$ cat config.mk
export PLATFORM = sky130hd
export DESIGN_NAME = nettlp_rx_decap
export DESIGN_NICKNAME = d
export VERILOG_FILES = /design/src/rtl/nettlp_pkg.sv /design/src/rtl/axis_reg_slice64.sv /design/src/rtl/nettlp_rx_decap.sv
export SDC_FILE = /design/constraint.sdc
export NUM_CORES = 1
export LEC_CHECK = 0
export CORE_ASPECT_RATIO = 1.25
export CORE_MARGIN = 3
export CORE_UTILIZATION = 52
export DETAILED_ROUTE_END_ITERATION = 7
export PLACE_DENSITY = 0.95
export SKIP_LAST_GASP = 1
export SLEW_MARGIN = 20
export SYNTH_ARGS = -nofsm -noshare
export SYNTH_HDL_FRONTEND = slang
export SYNTH_SLANG_ARGS = --single-unit
$ cat constraint.sdc
create_clock -name clk156 -period 4.1 [get_ports clk156]
set_input_delay 0.82 -clock clk156 [delete_from_list [all_inputs] [get_ports clk156]]
set_output_delay 0.82 -clock clk156 [all_outputs]
set_load 0.02 [all_outputs]
$ cat src/rtl/nettlp_pkg.sv
// NetTLP shared definitions: header qword layouts (big-endian view), protocol constants,
// receive-side metadata and a byte-swap helper.
package nettlp_pkg;

    localparam int          NETTLP_HDR_QWORDS = 6;
    localparam logic [15:0] ETH_P_IP          = 16'h0800;
    localparam logic [7:0]  IPPROTO_UDP       = 8'h11;

    // Wire bytes 0..7: destination MAC, first two bytes of source MAC
    typedef struct packed {
        logic [47:0] h_dest;
        logic [15:0] h_source_hi;
    } PACKET_QWORD0;

    // Wire bytes 8..15: rest of source MAC, ethertype, IPv4 version/ihl, tos
    typedef struct packed {
        logic [31:0] h_source_lo;
        logic [15:0] h_proto;
        logic [3:0]  version;
        logic [3:0]  ihl;
        logic [7:0]  tos;
    } PACKET_QWORD1;

    // Wire bytes 16..23: tot_len, id, frag_off, ttl, protocol
    typedef struct packed {
        logic [15:0] tot_len;
        logic [15:0] id;
        logic [15:0] frag_off;
        logic [7:0]  ttl;
        logic [7:0]  protocol;
    } PACKET_QWORD2;

    // Wire bytes 24..31: IP checksum, saddr, upper half of daddr
    typedef struct packed {
        logic [15:0] check;
        logic [31:0] saddr;
        logic [15:0] daddr0;
    } PACKET_QWORD3;

    // Wire bytes 32..39: lower half of daddr, UDP source/dest ports, UDP length
    typedef struct packed {
        logic [15:0] daddr1;
        logic [15:0] source;
        logic [15:0] dest;
        logic [15:0] len;
    } PACKET_QWORD4;

    // Wire bytes 40..47: UDP checksum, NetTLP seq (10 LSBs used), NetTLP timestamp
    typedef struct packed {
        logic [15:0] udp_check;
        logic [5:0]  seq_rsvd;
        logic [9:0]  seq;
        logic [31:0] tstamp;
    } PACKET_QWORD5;

    typedef struct packed {
        logic [9:0]  seq;
        logic [31:0] tstamp;
        logic [15:0] dport;
    } NETTLP_RX_META;

    // AXI-Stream carries wire byte 0 in [7:0]; headers are easier to read with byte 0 on top.
    function automatic logic [63:0] bswap64(input logic [63:0] d);
        logic [63:0] r;
        for (int i = 0; i < 8; i++) begin
            r[8*i +: 8] = d[8*(7-i) +: 8];
        end
        return r;
    endfunction

endpackage

$ cat src/rtl/axis_reg_slice64.sv
// Single output register stage for the TLP stream: data, byte enables, framing and metadata
// move together and hold while the consumer stalls.
module axis_reg_slice64
    import nettlp_pkg::*;
#(
    parameter int DATA_W = 64
) (
    input  logic                  clk,
    input  logic                  rst,
    input  logic                  in_valid,
    output logic                  in_ready,
    input  logic [DATA_W-1:0]     in_data,
    input  logic [DATA_W/8-1:0]   in_keep,
    input  logic                  in_last,
    input  logic                  in_user,
    input  logic                  in_sof,
    input  NETTLP_RX_META         in_meta,
    output logic                  out_valid,
    input  logic                  out_ready,
    output logic [DATA_W-1:0]     out_data,
    output logic [DATA_W/8-1:0]   out_keep,
    output logic                  out_last,
    output logic                  out_user,
    output logic                  out_sof,
    output NETTLP_RX_META         out_meta
);

    logic                vld_p0;
    logic [DATA_W-1:0]   data_p0;
    logic [DATA_W/8-1:0] keep_p0;
    logic                last_p0;
    logic                user_p0;
    logic                sof_p0;
    NETTLP_RX_META       meta_p0;

    assign in_ready = !vld_p0 || out_ready;

    // Stage p0: load a new beat whenever the register is empty or being drained
    always_ff @(posedge clk) begin
        if (rst) begin
            vld_p0  <= 1'b0;
            data_p0 <= '0;
            keep_p0 <= '0;
            last_p0 <= 1'b0;
            user_p0 <= 1'b0;
            sof_p0  <= 1'b0;
            meta_p0 <= '0;
        end else if (in_ready) begin
            vld_p0 <= in_valid;
            if (in_valid) begin
                data_p0 <= in_data;
                keep_p0 <= in_keep;
                last_p0 <= in_last;
                user_p0 <= in_user;
                sof_p0  <= in_sof;
                meta_p0 <= in_meta;
            end
        end
    end

    assign out_valid = vld_p0;
    assign out_data  = data_p0;
    assign out_keep  = keep_p0;
    assign out_last  = last_p0;
    assign out_user  = user_p0;
    assign out_sof   = sof_p0;
    assign out_meta  = meta_p0;

endmodule

$ cat src/rtl/nettlp_rx_decap.sv
// NetTLP receive decapsulator: validates the 48-byte Eth/IPv4/UDP/NetTLP header, strips it,
// and forwards the TLP payload with seq/timestamp/port metadata. Bad or runt frames are dropped.
module nettlp_rx_decap
    import nettlp_pkg::*;
#(
    parameter logic [31:0] LOCAL_IP  = 32'hC0A8_0A01,
    parameter logic [15:0] PORT_BASE = 16'h3000,
    parameter logic [15:0] PORT_MASK = 16'hFFF0
) (
    input  logic        clk156,
    input  logic        sys_rst,
    input  logic        s_axis_tvalid,
    output logic        s_axis_tready,
    input  logic [63:0] s_axis_tdata,
    input  logic [7:0]  s_axis_tkeep,
    input  logic        s_axis_tlast,
    input  logic        s_axis_tuser,
    output logic        m_axis_tvalid,
    input  logic        m_axis_tready,
    output logic [63:0] m_axis_tdata,
    output logic [7:0]  m_axis_tkeep,
    output logic        m_axis_tlast,
    output logic        m_axis_tuser,
    output logic        m_sof,
    output logic [9:0]  m_seq,
    output logic [31:0] m_tstamp,
    output logic [15:0] m_dport,
    output logic [31:0] stat_rx_ok,
    output logic [31:0] stat_rx_drop
);

    typedef enum logic [1:0] {ST_HDR, ST_PAYLOAD, ST_DROP} state_t;

    localparam logic [2:0] LAST_HDR_QW = 3'(NETTLP_HDR_QWORDS - 1);

    state_t        state, state_nxt;
    logic [2:0]    qcnt, qcnt_nxt;
    logic          bad, bad_nxt, bad_acc;
    logic          sof_pend, sof_nxt;
    NETTLP_RX_META meta_r, meta_nxt;
    logic          ok_inc, drop_inc;

    logic [63:0]   be;
    PACKET_QWORD1  q1;
    PACKET_QWORD2  q2;
    PACKET_QWORD3  q3;
    PACKET_QWORD4  q4;
    PACKET_QWORD5  q5;
    logic          hdr_bad;
    logic          unused_hdr;

    logic          slice_in_valid;
    logic          slice_in_ready;
    NETTLP_RX_META out_meta;

    // Decode the current beat as header qword number qcnt and flag any field that disagrees
    always_comb begin
        be      = bswap64(s_axis_tdata);
        q1      = be;
        q2      = be;
        q3      = be;
        q4      = be;
        q5      = be;
        hdr_bad = 1'b0;
        case (qcnt)
            3'd1:    hdr_bad = (q1.h_proto != ETH_P_IP) || (q1.version != 4'd4) || (q1.ihl != 4'd5);
            3'd2:    hdr_bad = (q2.protocol != IPPROTO_UDP);
            3'd3:    hdr_bad = (q3.daddr0 != LOCAL_IP[31:16]);
            3'd4:    hdr_bad = (q4.daddr1 != LOCAL_IP[15:0]) || ((q4.dest & PORT_MASK) != PORT_BASE);
            default: hdr_bad = 1'b0;
        endcase
    end

    // Fields that are parsed but deliberately not checked (MACs, checksums, lengths)
    assign unused_hdr = ^{q1, q2, q3, q4, q5};

    // Frame state machine: header walk, payload pass-through, or discard until tlast
    always_comb begin
        state_nxt      = state;
        qcnt_nxt       = qcnt;
        bad_nxt        = bad;
        bad_acc        = bad;
        sof_nxt        = sof_pend;
        meta_nxt       = meta_r;
        ok_inc         = 1'b0;
        drop_inc       = 1'b0;
        s_axis_tready  = 1'b0;
        slice_in_valid = 1'b0;
        case (state)
            ST_HDR: begin
                s_axis_tready = 1'b1;
                if (s_axis_tvalid) begin
                    bad_acc = bad | hdr_bad;
                    if (qcnt == 3'd4) begin
                        meta_nxt.dport = q4.dest;
                    end
                    if (qcnt == LAST_HDR_QW) begin
                        meta_nxt.seq    = q5.seq;
                        meta_nxt.tstamp = q5.tstamp;
                    end
                    if (s_axis_tlast) begin
                        // Frame ended inside the header: nothing to forward
                        drop_inc = 1'b1;
                        qcnt_nxt = 3'd0;
                        bad_nxt  = 1'b0;
                    end else if (qcnt == LAST_HDR_QW) begin
                        qcnt_nxt  = 3'd0;
                        bad_nxt   = 1'b0;
                        sof_nxt   = 1'b1;
                        state_nxt = bad_acc ? ST_DROP : ST_PAYLOAD;
                    end else begin
                        qcnt_nxt = qcnt + 3'd1;
                        bad_nxt  = bad_acc;
                    end
                end
            end
            ST_PAYLOAD: begin
                s_axis_tready  = slice_in_ready;
                slice_in_valid = s_axis_tvalid;
                if (s_axis_tvalid && slice_in_ready) begin
                    sof_nxt = 1'b0;
                    if (s_axis_tlast) begin
                        ok_inc    = 1'b1;
                        state_nxt = ST_HDR;
                    end
                end
            end
            ST_DROP: begin
                s_axis_tready = 1'b1;
                if (s_axis_tvalid && s_axis_tlast) begin
                    drop_inc  = 1'b1;
                    state_nxt = ST_HDR;
                end
            end
            default: begin
                state_nxt = ST_HDR;
            end
        endcase
    end

    // Control state, latched metadata and frame statistics
    always_ff @(posedge clk156) begin
        if (sys_rst) begin
            state        <= ST_HDR;
            qcnt         <= 3'd0;
            bad          <= 1'b0;
            sof_pend     <= 1'b0;
            meta_r       <= '0;
            stat_rx_ok   <= 32'd0;
            stat_rx_drop <= 32'd0;
        end else begin
            state    <= state_nxt;
            qcnt     <= qcnt_nxt;
            bad      <= bad_nxt;
            sof_pend <= sof_nxt;
            meta_r   <= meta_nxt;
            if (ok_inc) begin
                stat_rx_ok <= stat_rx_ok + 32'd1;
            end
            if (drop_inc) begin
                stat_rx_drop <= stat_rx_drop + 32'd1;
            end
        end
    end

    axis_reg_slice64 #(
        .DATA_W (64)
    ) u_out_slice (
        .clk       (clk156),
        .rst       (sys_rst),
        .in_valid  (slice_in_valid),
        .in_ready  (slice_in_ready),
        .in_data   (s_axis_tdata),
        .in_keep   (s_axis_tkeep),
        .in_last   (s_axis_tlast),
        .in_user   (s_axis_tuser & s_axis_tlast),
        .in_sof    (sof_pend),
        .in_meta   (meta_r),
        .out_valid (m_axis_tvalid),
        .out_ready (m_axis_tready),
        .out_data  (m_axis_tdata),
        .out_keep  (m_axis_tkeep),
        .out_last  (m_axis_tlast),
        .out_user  (m_axis_tuser),
        .out_sof   (m_sof),
        .out_meta  (out_meta)
    );

    assign m_seq    = out_meta.seq;
    assign m_tstamp = out_meta.tstamp;
    assign m_dport  = out_meta.dport;

endmodule

**Word-level counts from Yosys, hierarchy flattened**

Index checks and enable logic that the tools add are counted.

- Register bits: 263
- Bits of input ports: 78
- Word-level logic and storage cells: 85

- $add $sub $neg: 3
- Equality and inequality tests: 20
- Muxes and demuxes: 26
- Bitwise logic cells: 2
- Reductions and logical operators: 16

Operators by type and width:

| cell | number |
|---|---|
| 32-bit by 1-bit adder with 32-bit output, second input constant | 2 |
| 16-bit by 12-bit != test with 1-bit output, second input constant | 2 |
| 16-bit != test, second input constant | 1 |
| 2-bit two-way mux | 7 |
| 1-bit two-way mux | 12 |
| 12-bit by 10-bit != test with 1-bit output, second input constant | 1 |
| 2-bit != test, second input constant | 6 |
| 4-bit by 3-bit != test with 1-bit output, second input constant | 2 |
| 8-bit by 5-bit != test with 1-bit output, second input constant | 1 |
| 3-bit by 2-bit == test with 1-bit output, second input constant | 2 |
| 3-bit == test, second input constant | 2 |
| 3-bit two-way mux | 2 |
| 1-bit one-hot mux with 2 select lines | 3 |
| 2-bit one-hot mux with 3 select lines | 1 |
| 3-bit AND reduction | 2 |
| 6-bit AND reduction | 1 |
| 5-bit AND reduction | 1 |
| 1-bit logical OR | 4 |
| 1-bit one-hot mux with 4 select lines | 1 |
| 2-bit AND reduction | 2 |
| 3-bit by 1-bit adder with 3-bit output, second input constant | 1 |
| 3-bit by 1-bit == test with 1-bit output, second input constant | 1 |
| 2-bit by 1-bit == test with 1-bit output, second input constant | 1 |
| 2-bit == test, second input constant | 1 |
| other kinds (7) | 8 |

**Logic depth before layout (Yosys ltp)**

- Word-level depth: 10
- Gate-level depth with buffers: 8

**Modules after synthesis**

From an unflattened synthesis, not the netlist that was laid out.

- Cell total of the unflattened synthesis: 1304
- Area total of the unflattened synthesis: 11668.7 µm²

By module, submodules not included:

| module | instances | cells an instance | area each (µm²) | sequential area each (µm²) |
|---|---|---|---|---|
| axis_reg_slice64 | 1 | 611 | 6099.6 | 2682.6 |
| nettlp_rx_decap | 1 | 693 | 5569.1 | 2582.5 |

**Worst setup path before layout**

No wires, ideal clock.

- Kind: input port to flip-flop
- Start: input s_axis_tlast
- End: register stat_rx_ok[27]
- Library setup time: 0.128 ns
- Data arrival time: 2.155 ns
- Required time: 3.972 ns
- Setup slack: 1.818 ns
- Cell stages on the path: 8
- Buffers on the path: 3
- Cell sequence: buf_2 -> and4b_1 -> buf_2 -> nand3_2 -> buf_2 -> nor4_1 -> xnor2_1 -> nor2_1

- Cells in the longest elaborated chain, start to end: 3

Ends and longest elaborated chain:

| what | line | RTL |
|---|---|---|
| start, declared | nettlp_rx_decap.sv:16 | `input logic s_axis_tlast,` |
| 1-bit two-way mux | nettlp_rx_decap.sv:122 | `if (s_axis_tlast) begin` |
| 1-bit two-way mux | nettlp_rx_decap.sv:120 | `if (s_axis_tvalid && slice_in_ready) begin` |
| 1-bit two-way mux | nettlp_rx_decap.sv:89 | `case (state)` |
| end signal, assigned | nettlp_rx_decap.sv:158 | `stat_rx_ok <= stat_rx_ok + 32'd1;` |
| end, declared | nettlp_rx_decap.sv:28 | `output logic [31:0] stat_rx_ok,` |

No other way between the ends.
A chain may end at the register's enable or synchronous reset.

**Worst setup path after layout**

- Start: input m_axis_tready
- End: output s_axis_tready

- Cells in the longest elaborated chain, start to end: 2

Ends and longest elaborated chain:

| what | line | RTL |
|---|---|---|
| start, declared | nettlp_rx_decap.sv:19 | `input logic m_axis_tready,` |
| 1-bit logical OR | axis_reg_slice64.sv:36 | `assign in_ready = !vld_p0 \|\| out_ready;` |
| 1-bit one-hot mux with 2 select lines | nettlp_rx_decap.sv:89 |  |
| end, declared | nettlp_rx_decap.sv:13 | `output logic s_axis_tready,` |

No other way between the ends.

==> results.py <==
metrics = {
    "yosys": {
        "synth_compound_area_frac": 0.119,
        "synth_edf_count": 0,
        "synthMuxAreaShare": 0,
        "synth_top_family_by_area": "simple AND/OR/NAND/NOR gates",
        "postSynthAreaPerCell_um2": 7.98,
        "yosysWarnings": 0,
        "ys_ff_latch": 263,
        "seq_area_frac_synth": 0.524,
        "synth-main-ff-cell": "dfxtp_1",
        "syn_nets": 1340,
        "yosys.area_share.xor_xnor": 0.0445,
        "synth_simple_gate_area_frac": 0.271,
        "syn-cell-area_mm2": 0.0100,
        "synthDistinctLibCells": 45,
        "synthAdderAreaFrac": 0.00374,
        "synthCells": 1259,
        "async_flop_share": 0,
    },
    "placement": {
        "pre_cts_slack_ns": 0.871,
        "dp_hpwl_um": 19900,
        "numPortBuffers": 276,
        "gp_congestion": 0.847,
    },
    "sta": {
        "slew-limit-headroom": 0.376,
        "fmax_mhz": 329,
        "fin_ws_ns": 1.06,
        "finalMaxSlewViolations": 0,
        "setup-violations-final": 0,
        "finalCritPeriodShare": 0.741,
        "fin_worst_skew_ns": 0.0201,
        "final.setup.tns_ns": 0,
        "rsz0062_at_grt": "no",
        "tightest_slew_ns": 0.936,
        "hold_viol": 0,
        "period_needed_ns": 3.04,
    },
    "critical_path": {
        "arrival_ns": 2.22,
        "crit_top_cell": "clkdlybuf4s50_1",
        "crit_chain": "clkdlybuf4s50_1 > nor2b_1 > o21ai_0 > clkdlybuf4s50_1",
        "r2r-end": "stat_rx_drop[27]",
        "r2r_start": "state[0]",
        "worstSetupEndpoint": "s_axis_tready",
        "slowest_delay_ns": 0.56,
        "cp_slowest_cell": "clkdlybuf4s50_1",
        "r2r_setup_slack_ns": 1.88,
        "critPathCaptureType": "primary output",
        "setup.worst_path.start": "m_axis_tready",
        "reg2reg_depth": 5,
        "crit_path_start_kind": "input pin",
        "path_max_fanout": 3,
        "crit_type": "in2out",
        "worst_ep_required_time_ns": 3.28,
    },
    "drt": {
        "via_per_inst": 5.54,
        "drc": 0,
        "post_drt_wl_per_cell_um": 17.0,
        "first_iter_violations": 804,
        "first_pass_iters": 7,
        "vias": 9643,
        "routed_wl_um": 29600,
        "antenna_left": 0,
    },
    "clock_tree": {
        "cts_sinks": 263,
        "clock_latency_ns": 0.52,
        "cts_setup_buffers": 0,
        "cts_tree": "done",
        "ctsRootBufferMaster": "clkbuf_16",
        "ctsLongestPathBuffers": 3,
        "cts_resized": 0,
        "path_clk_slew_ns": 0.06,
        "postCtsHoldBufs": 0,
        "numCtsBuffers": 25,
        "htree_num_levels": 1,
    },
    "pwr": {
        "p_per_area_mw_per_mm2": 381,
        "p_leak_nw": 4.42,
        "vdd_ir_drop_max_uv": 293,
    },
    "global_route": {
        "busiest_layer": "met2",
        "grt_pass1_vias": 9346,
        "antenna_found_initial": 1,
        "grt_max_degree": 145,
        "grt_pass1_wl_um": 47100,
        "grt.overflow.total": 0,
        "grt_util_met1": 0.315,
        "grt_usage": 0.271,
        "grtUsageMet2": 0.484,
        "grtUsageMet3": 0.0586,
    },
    "finish": {
        "fin_nets": 1571,
        "area_growth_pct": 37.4,
        "fill_cells": 1301,
        "regArea_mm2": 0.00527,
        "layout-drive-gt1-share": 0.0437,
        "multi_input_area_mm2": 0.00443,
    },
    "floorplanning": {
        "dieHeight_um": 161,
        "fp.dieW_um": 130,
        "start_util": 0.533,
        "std_cell_rows": 56,
        "core_area_mm2": 0.0188,
        "ioPinCount": 277,
        "die-area_mm2": 0.0210,
    },
    "outcome": {
        "status": "completed",
    },
    "flow_run": {
        "drv_cap": 0,
    },
    "min_path": {
        "min_from": "u_out_slice.out_data[21]",
        "hold_class": "reg2reg",
    },
}
cell families (layout without fill, tap and decap cells):
group / after synthesis / count (layout)
AO/OA/AOI/OAI: 234 / 234
other: 0 / 1
adder cells (fa/ha/maj): 3 / 3
AND/OR/NAND/NOR: 615 / 615
buffers and inverters: 93 / 343
XOR/XNOR: 51 / 51
flip-flops: 263 / 263
cell usage after synthesis, types with 2 or more instances:
master	count	area [um2]
and4b_1	3	30.0
and4_1	8	70.1
nand3b_1	6	45.0
and3_1	4	25.0
nor4_1	25	156
nor4b_1	3	26.3
or3_1	11	68.8
inv_1	12	45.0
nand2_1	408	1530
nor2_1	63	236
buf_2	17	85.1
nor4bb_1	4	40.0
a21oi_1	211	1060
nor3_1	20	100
o21ai_0	14	70.1
xnor2_1	45	394
nand4_1	11	68.8
dfxtp_1	263	5270
clkbuf_1	63	236
ha_1	3	37.5
nand3_1	25	125
xor2_1	6	52.6
nor3b_1	5	37.5
and2_1	7	43.8
nor2b_1	2	12.5
registers in the layout, indices dropped and copies added (netlist names):
name                   count
qcnt                       3
u_out_slice.out_sof        1
bad                        1
u_out_slice.out_meta      58
stat_rx_drop              32
sof_pend                   1
u_out_slice.out_valid      1
u_out_slice.out_keep       8
state                      2
meta_r                    58
u_out_slice.out_user       1
u_out_slice.out_last       1
stat_rx_ok                32
u_out_slice.out_data      64
how the worst min path moves through the flow:
stage	endpoint	slack, ns	depth (start not counted)
4_1_cts	u_out_slice.out_meta[17]	0.45	2
6_report	u_out_slice.out_data[21]	0.45	2
3_5_place_dp	u_out_slice.out_meta[31]	0.44	2
2_1_floorplan	u_out_slice.out_meta[0]	0.43	2
3_3_place_gp	u_out_slice.out_meta[40]	0.44	2
5_1_grt	meta_r[3]	0.47	2
critical path, delay by kind of cell:
kind                   cells  cell delay (ns)
AND/OR/NAND/NOR            1             0.28
buffers and inverters      2             0.99
AO/OA/AOI/OAI              1             0.13
final cells by class:
| cell class | instances | share of cell area |
|---|---|---|
| antenna | 1 | 0.000181 |
| multi-input combinational | 903 | 0.321 |
| clock buffer | 36 | 0.0548 |
| inverter | 12 | 0.00326 |
| timing repair buffer | 285 | 0.207 |
| tap | 232 | 0.0210 |
| sequential | 263 | 0.381 |
| clock inverter | 10 | 0.0115 |
power by group:
| part | internal [mW] | switching, mW | leakage, nW | total, mW |
|---|---|---|---|---|
| clock | 1.53 | 0.986 | 0.448 | 2.52 |
| combinational | 0.0824 | 0.0919 | 1.86 | 0.174 |
| sequential | 2.56 | 0.00294 | 2.12 | 2.56 |
metal layers:
metal | share of wire | up-vias
met5 | 0 | -
met4 | 0.035 | 0
met3 | 0.079 | 85
met2 | 0.51 | 410
met1 | 0.38 | 4509
li1 | - | 4639
cell usage in the layout, fill, tap and decap left out, types with 2 or more instances in the layout:
master / synthesis / layout
clkbuf_8: 0 / 10
nor2b_1: 2 / 2
nand4_1: 11 / 11
inv_1: 12 / 12
xor2_1: 6 / 6
dfxtp_1: 263 / 263
nand3b_1: 6 / 6
and2_1: 7 / 7
a21oi_1: 211 / 211
o21ai_0: 14 / 14
nand2_1: 408 / 408
buf_12: 0 / 2
nand3_1: 25 / 24
buf_4: 1 / 7
or3_1: 11 / 11
nor4_1: 25 / 25
nor4b_1: 3 / 3
xnor2_1: 45 / 45
clkinv_2: 0 / 3
clkdlybuf4s50_1: 0 / 275
nor3b_1: 5 / 5
and3_1: 4 / 4
nor2_1: 63 / 62
and4b_1: 3 / 3
bufinv_16: 0 / 4
clkinvlp_4: 0 / 2
nor3_1: 20 / 20
nor4bb_1: 4 / 4
and4_1: 8 / 8
clkbuf_1: 63 / 2
ha_1: 3 / 3
clkbuf_16: 0 / 25
per-stage QoR:
step / power [mW] / cell area, um2 / cells / hold WS [ns] / utilization
after floorplan: 2.67 / 10000 / 1259 / 0.432 / -
after global placement: 2.79 / 12900 / 1695 / 0.436 / 0.684
after detailed placement: 2.79 / 12900 / 1695 / 0.443 / 0.684
after CTS: 5.28 / 13800 / 1741 / 0.453 / 0.732
after global routing: 5.39 / 13800 / 1742 / 0.467 / 0.732
final: 5.25 / 13800 / 1742 / 0.452 / 0.732
No activity file was read; power rests on OpenSTA's default activity.
==> RTL change 1 (config.mk and constraints unchanged) <==
The 3 states of `state_t` get a one-hot encoding in 3 bits.
--- a/src/rtl/nettlp_rx_decap.sv
+++ b/src/rtl/nettlp_rx_decap.sv
@@ -31,3 +31,3 @@
 
-    typedef enum logic [1:0] {ST_HDR, ST_PAYLOAD, ST_DROP} state_t;
+    typedef enum logic [2:0] {ST_HDR = 3'b001, ST_PAYLOAD = 3'b010, ST_DROP = 3'b100} state_t;
 
Function: same outputs for any inputs over 4 cycles, from zero or initial values and one cycle with sys_rst high; so few cycles prove little.
==> RTL change 1 against the unedited design <==
  * Worst setup slack got worse by 0.38 ns
  * Sequential cell count increased by 1
  * Routed wire length about the same
  * Total power fell by 2.2%
  * Design area rose by 0.54%
  * Fmax is 11% lower
  * Non-clock buffer count did not move
  * Sequential share of layout area fell by 0.059 points
  * Area after synthesis rose by 1.5%
==> RTL change 1: results <==
set metrics [dict create \
    max_stage_delay_ns 0.60 \
    cp.arrival_ns 2.60 \
    final_nets 1573 \
    cellPowerDensity_nw_per_um2 370.4 \
    slew_headroom 0.3461 \
    outcome "finished, final reports clean" \
    final_core_util 0.7310 \
    ys_top_cells_by_count "nand2_1 (399), dfxtp_1 (264), a21oi_1 (205)" \
    place_ws_ns 0.7124 \
    antenna_cells 0 \
    fillers 1292 \
    antenna_found_initial 0 \
    grt_pass1_wl_microns 46800 \
    muxShareOfSynthArea 0.002087 \
    clock_skew_ns 0.01555 \
    via_count 9723 \
    grt.total_usage 0.2621 \
    p_comb_uw 182 \
    first_pass_iters 5 \
    vdd_drop_max_v 0.0004245 \
    synth_xor_area_frac 0.04468 \
    multi_input_area_share 0.3261 \
    seq_area_sq_um 5285 \
    post_dp_cell_area_sq_um 13030 \
    grt_pass1_vias 9495 \
    drt-wirelength-per-cell_microns 16.71 \
    final_cells 1770 \
    buf_share 0.2078 \
    synth_cells 1264 \
    gp_congestion 0.8110 \
    synth-adder-area-share 0.003682 \
    dp_hpwl_microns 19730 \
    crit_fanout 7 \
    synth.distinct_cells 50 \
    num-clock-buffers 31 \
    seq_area_frac_synth 0.5185 \
    yosys-top-cells-area "dfxtp_1 (52%), nand2_1 (15%), a21oi_1 (10%)" \
    synth_compound_area_frac 0.1173 \
]
RTL change 1: worst max-delay path, delay by kind of cell:
kind / cells / cell delay [ns]
buffers and inverters: 2 / 1.04
AND/OR/NAND/NOR: 1 / 0.57
AO/OA/AOI/OAI: 1 / 0.17
RTL change 1: final timing paths:
| kind | depth (start not counted) | endpoint | slack, ns | startpoint |
|---|---|---|---|---|
| worst max-delay path | 4 | s_axis_tready | 0.68 | m_axis_tready |
| worst min register to register | 2 | u_out_slice.out_meta[18] | 0.44 | meta_r[18] |
| worst max register to register | 6 | u_out_slice.out_data[52] | 1.60 | state[1] |
| worst min-delay path | 2 | u_out_slice.out_meta[18] | 0.44 | meta_r[18] |
RTL change 1: per-layer routing:
metal  GRT usage  wire length (microns)
met1      0.2858                  10790
met2      0.4748                  14880
met3     0.05841                   2209
met4      0.1433                   1689
met5           0                      0
==> RTL change 2 (same flow settings) <==
Made on the original files. `LOCAL_IP`: 32'hC0A8_0A01 -> 32'h907E0780.
--- a/src/rtl/nettlp_rx_decap.sv
+++ b/src/rtl/nettlp_rx_decap.sv
@@ -5,3 +5,3 @@
 #(
-    parameter logic [31:0] LOCAL_IP  = 32'hC0A8_0A01,
+    parameter logic [31:0] LOCAL_IP  = 32'h907E0780,
     parameter logic [15:0] PORT_BASE = 16'h3000,
Check against the original RTL: same outputs for any inputs over 4 cycles, from zero or initial values and one cycle with sys_rst high; that may be too few to reach the edited logic, so the function may still have changed.
==> RTL change 2 against the unedited design <==
  * Worst setup slack got worse by 0.44 ns
  * Routed wire length rose by 1.6%
  * Sequential cell count did not move
  * Worst hold slack got worse by 0.0016 ns
  * Area after synthesis rose by 0.35%
  * Total power fell by 1.8%
  * Design area barely moved
  * Non-clock buffer count rose by 2
  * Largest power group unchanged
  * Highest routed layer unchanged
==> RTL change 2: results <==
set metrics [dict create \
    hold_class "flop to flop" \
    fmax_mhz 287.7 \
    slowest_stage "nor2b_1" \
    synth_xor_area_frac 0.03909 \
    crit-reg2reg-launch "stat_rx_ok[9]" \
    ctsResizeCount 0 \
    cp.arrival_ns 2.66 \
    synth.distinct_cells 50 \
    p_switching_uw 1049 \
    yosys-top-cells-area "dfxtp_1 (52%), nand2_1 (14%), a21oi_1 (9.8%)" \
    drt_iter0_markers 740 \
    clkTransAtPathRegs_ns 0.06 \
    syn_nets 1315 \
    via_count 9635 \
    final_nets 1549 \
    ff2ff_setup_slack_ns 1.61 \
    critical_path.startpoint "m_axis_tready" \
    drive_gt1_frac 0.04313 \
    async_flop_share 0 \
    die_w_microns 130.5 \
    dp_hpwl_microns 20240 \
    vias_per_cell 5.612 \
    grt_pass1_wl_microns 47240 \
    synth-adder-area-share 0.003723 \
    synth_cells 1234 \
    grt.total_usage 0.2716 \
    yosysWarnings 0 \
    first_pass_iters 5 \
    clk_path_buf_depth 3 \
    vdd_drop_max_v 0.0003170 \
    tightest_slew_ns 0.9552 \
    reg2reg_to "stat_rx_ok[27]" \
    power_leakage_uw 0.004657 \
    clock_skew_ns 0.01036 \
    clockRootBuffer "clkbuf_16" \
    ys_top_cells_by_count "nand2_1 (373), dfxtp_1 (263), a21oi_1 (197)" \
    grt_max_degree 152 \
    outcome "finished, final reports clean" \
    place_ws_ns 0.6565 \
    gp_congestion 0.8311 \
    post_dp_cell_area_sq_um 12950 \
    synth_compound_area_frac 0.1153 \
    crit_fanout 6 \
    grt_pass1_vias 9445 \
    max_stage_delay_ns 0.64 \
    placed_cells 1673 \
    drt-total-wl_microns 30050 \
    seq_area_frac_synth 0.5222 \
    largest_register_ffs 64 \
    cts_inserted_buffers 25 \
    muxShareOfSynthArea 0.01688 \
    reg2regPathDepth 5 \
    fillers 1309 \
]
[RTL change 2: worst min-delay path by stage]
stage                from                        to  slack, ns  cells after the start
2_1_floorplan   meta_r[0]   u_out_slice.out_meta[0]       0.43                      2
3_3_place_gp   meta_r[33]  u_out_slice.out_meta[33]       0.44                      2
3_5_place_dp   meta_r[32]  u_out_slice.out_meta[32]       0.44                      2
4_1_cts        meta_r[32]  u_out_slice.out_meta[32]       0.45                      2
5_1_grt        meta_r[35]  u_out_slice.out_meta[35]       0.46                      2
6_report       meta_r[57]  u_out_slice.out_meta[57]       0.45                      2
[RTL change 2: layout make-up]
cell class	count	area, sq um	share of cell area
flip-flops and latches	263	5265	0.3813
multi-input cells	884	4498	0.3258
repair buffers	287	2874	0.2081
clock buffers	34	679.4	0.04920
well taps	232	290.3	0.02102
clock inverters	9	172.7	0.01250
inverters	7	26.28	0.001903
diodes	1	2.502	0.0001812
[RTL change 2: per-layer routing]
layer  GRT usage  up-vias  routed length, microns
met1      0.3213     4531                   11390
li1            -     4602                       -
met3     0.05493       87                    2221
met5           0        -                       0
met2      0.4789      415                   15220
met4      0.1038        0                    1214
[RTL change 2: cell families (layout without fill, tap and decap cells)]
family | count (synthesis) | count (layout)
compound gates | 224 | 224
xor+xnor | 45 | 45
fa+ha+maj | 3 | 3
buf+inv | 87 | 337
flops | 263 | 263
mux | 17 | 17
other cells | 0 | 1
simple gates | 595 | 595
[RTL change 2: power by group through the flow]
stage          registers, uW  clock network [uW]  logic (uW)
3_3_place_gp            2620                   0         170
6_report                2560                2420         175
3_5_place_dp            2620                   0         171
4_1_cts                 2560                2450         173
2_1_floorplan           2620                   0        56.5
5_1_grt                 2560                2550         186
